==> src/rtl/addsub_arbiter.sv <==
// Round-robin arbiter sharing one unsigned add/subtract unit among NUM_REQ requesters.
// One operation is in flight at a time; the result is held in a single-entry response buffer.
module addsub_arbiter #(
    parameter int NUM_REQ = 4,
    parameter int DW      = 8,
    parameter int IDW     = $clog2(NUM_REQ)
) (
    input  logic                  clk,
    input  logic                  reset,
    input  logic [NUM_REQ-1:0]    req_valid,
    output logic [NUM_REQ-1:0]    req_ready,
    input  logic [NUM_REQ-1:0]    req_op,
    input  logic [NUM_REQ*DW-1:0] req_a,
    input  logic [NUM_REQ*DW-1:0] req_b,
    output logic                  resp_valid,
    input  logic                  resp_ready,
    output logic [IDW-1:0]        resp_id,
    output logic [DW-1:0]         resp_result,
    output logic                  resp_overflow,
    output logic                  resp_underflow,
    output logic                  busy
);

    typedef enum logic [1:0] {
        IDLE,
        CALC,
        RESP
    } state_e;

    state_e         state_q, state_d;
    logic [IDW-1:0] rr_ptr_q, rr_ptr_d;
    logic [DW-1:0]  a_q, a_d;
    logic [DW-1:0]  b_q, b_d;
    logic           op_q, op_d;
    logic [IDW-1:0] id_q, id_d;
    logic           resp_valid_q, resp_valid_d;
    logic [IDW-1:0] resp_id_q, resp_id_d;
    logic [DW-1:0]  resp_result_q, resp_result_d;
    logic           resp_ovf_q, resp_ovf_d;
    logic           resp_unf_q, resp_unf_d;

    logic           grant_valid;
    logic [IDW-1:0] grant_id;
    logic [IDW-1:0] cand;
    logic [DW:0]    sum;
    logic [DW:0]    diff;

    // Search starts one past the last winner, so the previous grantee has lowest priority.
    always_comb begin
        // NOTE: every variable gets a default before any branch; a path that leaves one
        // unassigned would infer a latch.
        grant_valid = 1'b0;
        grant_id    = '0;
        cand        = '0;
        for (int off = 1; off <= NUM_REQ; off++) begin
            cand = IDW'((int'(rr_ptr_q) + off) % NUM_REQ);
            if (!grant_valid && req_valid[cand]) begin
                grant_valid = 1'b1;
                grant_id    = cand;
            end
        end
    end

    // The MSB of the widened subtraction is the borrow, i.e. a < b.
    assign sum  = {1'b0, a_q} + {1'b0, b_q};
    assign diff = {1'b0, a_q} - {1'b0, b_q};

    always_comb begin
        state_d       = state_q;
        rr_ptr_d      = rr_ptr_q;
        a_d           = a_q;
        b_d           = b_q;
        op_d          = op_q;
        id_d          = id_q;
        resp_valid_d  = resp_valid_q;
        resp_id_d     = resp_id_q;
        resp_result_d = resp_result_q;
        resp_ovf_d    = resp_ovf_q;
        resp_unf_d    = resp_unf_q;
        req_ready     = '0;

        case (state_q)
            IDLE: begin
                if (grant_valid) begin
                    req_ready[grant_id] = 1'b1;
                    a_d      = req_a[int'(grant_id)*DW +: DW];
                    b_d      = req_b[int'(grant_id)*DW +: DW];
                    op_d     = req_op[grant_id];
                    id_d     = grant_id;
                    rr_ptr_d = grant_id;
                    state_d  = CALC;
                end
            end
            CALC: begin
                resp_result_d = op_q ? diff[DW-1:0] : sum[DW-1:0];
                resp_ovf_d    = !op_q && sum[DW];
                resp_unf_d    = op_q && diff[DW];
                resp_id_d     = id_q;
                resp_valid_d  = 1'b1;
                state_d       = RESP;
            end
            RESP: begin
                if (resp_ready) begin
                    resp_valid_d = 1'b0;
                    state_d      = IDLE;
                end
            end
            default: state_d = IDLE;
        endcase
    end

    always_ff @(posedge clk) begin
        // NOTE: state updates use non-blocking assignment so every register samples
        // the pre-edge values regardless of statement order.
        if (reset) begin
            state_q       <= IDLE;
            rr_ptr_q      <= IDW'(NUM_REQ - 1);
            a_q           <= '0;
            b_q           <= '0;
            op_q          <= 1'b0;
            id_q          <= '0;
            resp_valid_q  <= 1'b0;
            resp_id_q     <= '0;
            resp_result_q <= '0;
            resp_ovf_q    <= 1'b0;
            resp_unf_q    <= 1'b0;
        end else begin
            state_q       <= state_d;
            rr_ptr_q      <= rr_ptr_d;
            a_q           <= a_d;
            b_q           <= b_d;
            op_q          <= op_d;
            id_q          <= id_d;
            resp_valid_q  <= resp_valid_d;
            resp_id_q     <= resp_id_d;
            resp_result_q <= resp_result_d;
            resp_ovf_q    <= resp_ovf_d;
            resp_unf_q    <= resp_unf_d;
        end
    end

    assign resp_valid     = resp_valid_q;
    assign resp_id        = resp_id_q;
    assign resp_result    = resp_result_q;
    assign resp_overflow  = resp_ovf_q;
    assign resp_underflow = resp_unf_q;
    assign busy           = (state_q != IDLE);

endmodule

==> config.mk <==
export PLATFORM = sky130hd
export DESIGN_NAME = addsub_arbiter
export DESIGN_NICKNAME = d
export VERILOG_FILES = /design/src/rtl/addsub_arbiter.sv
export SDC_FILE = /design/constraint.sdc
export NUM_CORES = 1
export LEC_CHECK = 0
export CORE_MARGIN = 3
export CORE_UTILIZATION = 45
export CTS_CLUSTER_DIAMETER = 60
export DETAILED_ROUTE_END_ITERATION = 10
export PLACE_DENSITY = 0.79
export SYNTH_ARGS = -nofsm -noshare
export SYNTH_HDL_FRONTEND = slang
export SYNTH_SLANG_ARGS = --single-unit
export TNS_END_PERCENT = 1
==> constraint.sdc <==
create_clock -name clk -period 5.68 [get_ports clk]
set_input_delay 1.704 -clock clk [delete_from_list [all_inputs] [get_ports clk]]
set_output_delay 1.704 -clock clk [all_outputs]
set_load 0.01 [all_outputs]
### After elaboration in Yosys (flattened, before gate mapping)

Cells that the tools add are included.

| operators by class | value |
|---|---|
| $add $sub $neg | 6 |
| magnitude comparators | 6 |
| equality and inequality tests | 4 |
| shift-type cells | 2 |
| multiplexer cells | 28 |
| reductions and logical operators | 16 |

Operators by type and width:

| operator | count |
|---|---|
| $shiftx A32 B6 Y8 | 2 |
| $lt A2 B3 Y1 const B | 5 |
| $mux W2 | 6 |
| $mux W1 | 11 |
| $bmux W1 S2 | 5 |
| $add A8 B8 Y9 | 1 |
| $sub A8 B8 Y9 | 1 |
| $mux W4 | 2 |
| $mux W8 | 1 |
| $logic_and A1 B1 Y1 | 6 |
| $pmux W2 S3 | 1 |
| $reduce_and A2 Y1 | 3 |
| $add A2 B1 Y2 const B | 2 |
| $add A2 B2 Y2 const B | 2 |
| $logic_not A1 Y1 | 4 |
| $ne A2 B2 Y1 const B | 2 |
| $reduce_bool A2 Y1 | 2 |
| $demux W1 S2 | 1 |
| $eq A2 B1 Y1 const B | 1 |
| $eq A2 B2 Y1 const B | 1 |
| $ge A2 B1 Y1 const B | 1 |
| $logic_not A2 Y1 | 1 |
| $pmux W1 S2 | 1 |

| storage, ports and cells | value |
|---|---|
| register bits after elaboration | 36 |
| bits of input ports | 75 |

### Longest topological paths before layout

| logic depth | value |
|---|---|
| word-level depth | 19 |
| depth in mapped cells | 8 |
| depth with buffers taken out | 8 |

### Least setup slack after synthesis

Ideal clock, no wire load.

| timing path | value |
|---|---|
| path kind | input -> output |
| from | input req_valid[0] |
| to | output req_ready[1] |
| arrival | 2769 ps |
| required time | 3976 ps |
| setup slack | 1207 ps |
| stages | 6 |
| path buffers | 2 |
| cell sequence | and2b_1 > o21ai_2 > and2_4 > buf_12 > buf_12 > nor3_1 |

| between the ends | value |
|---|---|
| cells in the longest elaborated chain, start to end | 18 |
| elaborated cells between the ends (all ways) | 29 |

RTL lines:

| element | line | source |
|---|---|---|
| from (decl) | 10 | `input logic [NUM_REQ-1:0] req_valid,` |
| $bmux W1 S2 | 57 | `if (!grant_valid && req_valid[cand]) begin` |
| $mux W1 (not written as such) | 57 |  |
| $mux W1 | 57 |  |
| $logic_not A1 Y1 | 57 |  |
| $logic_and A1 B1 Y1 | 57 |  |
| $mux W1 | 57 |  |
| $logic_not A1 Y1 | 57 |  |
| $logic_and A1 B1 Y1 | 57 |  |
| (+2 left out) | -- |  |
| $logic_and A1 B1 Y1 | 57 |  |
| $mux W2 | 57 |  |
| $lt A2 B3 Y1 (not written as such) / $ge A2 B1 Y1 (equally long branches) | 85 | `req_ready[grant_id] = 1'b1;` |
| $logic_and A1 B1 Y1 (not written as such) | 85 |  |
| $mux W1 (not written as such) | 85 |  |
| $demux W1 S2 | 85 |  |
| $mux W4 (*) | 84 | `if (grant_valid) begin` |
| $mux W4 (*) | 82 | `case (state_q)` |
| to (decl) | 11 | `output logic [NUM_REQ-1:0] req_ready,` |

Mark *: on every way between the ends. The rest lies on a longest branch, timed or not. The select of a mux whose other input is x is not followed.

### Worst setup path in the final report

| timing path | value |
|---|---|
| from | input req_valid[0] |
| to | output req_ready[0] |

The elaborated chain is that of the path after synthesis.

==> results.json <==
{
  "synth.area.top_cells": "dfxtp_1, ha_1, mux2i_1",
  "cp_max_fo": 6,
  "finalSetupViolCount": 0,
  "crit_required_ns": 3.98,
  "syn_nets": 426,
  "p_sw_frac": 0.3506,
  "cts_tree": "done",
  "htreeDepth": 2,
  "tightestPinTransition_ns": 1.026,
  "yosysWarnings": 0,
  "die_w_um": 84.89,
  "die_area_mm2": 0.007205,
  "p_seq_frac": 0.338,
  "syn-cell-area_mm2": 0.002800,
  "cp-end-kind": "output pin",
  "vdd_drop_max_v": 0.0001873,
  "cts_buffers": 5,
  "pre_cts_ws_ns": 0.1936,
  "cts_buffer_depth": 2,
  "cts_resized": 0,
  "dieHeight_um": 84.89,
  "drt_iter0_drc": 111,
  "io_pins": 93,
  "multi_input_area_mm2": 0.001847,
  "initial_core_util": 0.4674,
  "start_kind": "input pin",
  "combPwrFrac": 0.436,
  "antenna_cells": 0,
  "via_count": 2626,
  "clkSinkCount": 36,
  "cap_violations": 0,
  "grt_pass1_vias": 2516,
  "grt_setup_unrepaired": "false",
  "fin_crit_ns": 5.511,
  "grt_max_degree": 36,
  "io_buffers": 92,
  "status": "completed",
  "yosysUniqueCellTypes": 60,
  "avgRoutedWirePerCell_um": 13.87,
  "synth_top_area_cell": "dfxtp_1",
  "grt_usage": 0.1904,
  "clk_latency_ns": 0.29,
  "fmax_ghz": 0.1815,
  "power_uw": 977.7,
  "avgSynthCellArea_um2": 8.409,
  "synthArstFlopShare": 0,
  "routed_wl_um": 6770,
  "ctsHoldBuffers": 0,
  "timing.setup.tns_ns": 0,
  "critPathArrivalTime_ns": 3.81,
  "grt_overflow": 0,
  "synth-seq-cells": 36,
  "gp_congestion": 0.8401,
  "core-area_mm2": 0.005991,
  "criticalPathCategory": "input pin to output pin",
  "place_hpwl_um": 5601,
  "p_leak_nw": 1.563,
  "drc_errors": 0,
  "ant_nets": 0,
  "finalCritPeriodShare": 0.9702,
  "setup_ws_ns": 0.1694,
  "postCtsSetupBuffers": 0,
  "pwr-share-clk": 0.226,
  "syn2layout_area_growth_pct": 35.25,
  "hold-worst-slack_ns": 0.4563,
  "antenna_found_initial": 0,
  "report.final.slew_viol_count": 0,
  "drt_first_pass_iters": 4,
  "drive_above_1_share": 0.09927,
  "num_rows": 28,
  "nets": 505,
  "synthFlopType": "dfxtp_1",
  "synth_top_area_share": 0.2574,
  "syn-instance-count": 333,
  "hold_path.class": "register to register",
  "grt_pass1_wl_um": 11360,
  "p_sw_uw": 342.8,
  "maxSlewHeadroom": 0.3146,
  "yosysSeqAreaShare": 0.2574,
  "cell_internal_pwr_uw": 635.0,
  "n_fill_cell": 532,
  "powerDensity_mw_per_mm2": 258.2,
  "synth-edff-count": 0,
  "via_per_inst": 5.381,
  "seq_area_um2": 720.7,
  "cts_root_buffer": "clkbuf_8",
  "path_clk_slew_ns": 0.06,
  "finalHoldViolCount": 0,
  "skew_ns": 0.007042
}
[registers in the layout (all words and copies together), names as in the netlist]
register / cells
a_q: 8
b_q: 8
resp_result: 8
id_q: 2
resp_id: 2
rr_ptr_q: 2
state_q: 2
op_q: 1
resp_overflow: 1
resp_underflow: 1
resp_valid: 1
[final timing paths]
check	from	end	slack, ns	depth (start not counted)
max	req_valid[0]	req_ready[0]	0.17	7
min	resp_result[3]	resp_result[3]	0.46	2
max reg2reg	rr_ptr_q[1]	b_q[6]	3.34	7
min reg2reg	resp_result[3]	resp_result[3]	0.46	2
[final cells by class]
type / instances / area share
multi-input combinational: 254 / 0.4876
timing repair buffer: 95 / 0.2491
sequential: 36 / 0.1903
tap: 75 / 0.02478
inverter: 20 / 0.01982
clock buffer: 6 / 0.01916
clock inverter: 2 / 0.009250
[cell families (layout without fill, tap and decap cells)]
family | Yosys count | after routing | share of synthesized area
DFF | 36 | 36 | 0.2574
buffers and inverters | 43 | 123 | 0.08311
muxes | 21 | 21 | 0.07685
and+or+nand+nor | 111 | 111 | 0.2069
adders and majority gates | 18 | 18 | 0.08579
AOI/OAI and AO/OA | 102 | 102 | 0.2837
xor gates and xnor gates | 2 | 2 | 0.006257
[cells in the mapped netlist, types with 5 or more instances]
library cell	n
o211ai_1	11
a21oi_1	16
o21ai_2	11
nor2b_1	5
nor2_1	17
o21ai_0	11
o211ai_2	8
clkbuf_1	13
nand2_1	34
inv_1	19
nor3_1	7
a21boi_0	19
dfxtp_1	36
a211oi_1	5
and3_1	15
nand3_1	5
mux2i_1	20
ha_1	16
[power groups by stage]
stage | sequential [mW] | clock [mW] | combinational (mW)
after floorplan | 0.325 | 0 | 0.308
final | 0.330 | 0.221 | 0.427
after detailed placement | 0.337 | 0 | 0.427
after global placement | 0.335 | 0 | 0.416
after global routing | 0.337 | 0.232 | 0.475
after CTS | 0.331 | 0.226 | 0.428
[critical path, cell delays in order]
cell and delay [ns]:
clkdlybuf4s50_1 0.56, and2b_1 0.25, a22oi_4 0.20, a21boi_0 0.27, nand2_1 0.14, nor2_1 0.12
clkdlybuf4s50_1 0.54
[stage by stage]
stage	area [µm²]	utilization	instances
after floorplan	2800	-	333
after global placement	3680	0.6142	480
after detailed placement	3680	0.6142	480
after CTS	3787	0.6322	488
after global routing	3787	0.6322	488
final	3787	0.6322	488
[cell usage in the layout (no fill, tap or decap), types with 15 or more instances in the layout]
| master | Yosys | final |
|---|---|---|
| a21oi_1 | 16 | 16 |
| clkdlybuf4s50_1 | 0 | 92 |
| dfxtp_1 | 36 | 36 |
| ha_1 | 16 | 16 |
| nor2_1 | 17 | 17 |
| inv_1 | 19 | 19 |
| mux2i_1 | 20 | 20 |
| nand2_1 | 34 | 34 |
| a21boi_0 | 19 | 19 |
| and3_1 | 15 | 15 |
[metal layers]
layer,up-vias,global-route usage,share of wire
met5,-,0,0
met4,0,0.05180,0.014
met3,8,0.05631,0.077
met2,95,0.3103,0.45
met1,1163,0.2463,0.46
li1,1360,-,-
Power figures use the tool's default switching activity.
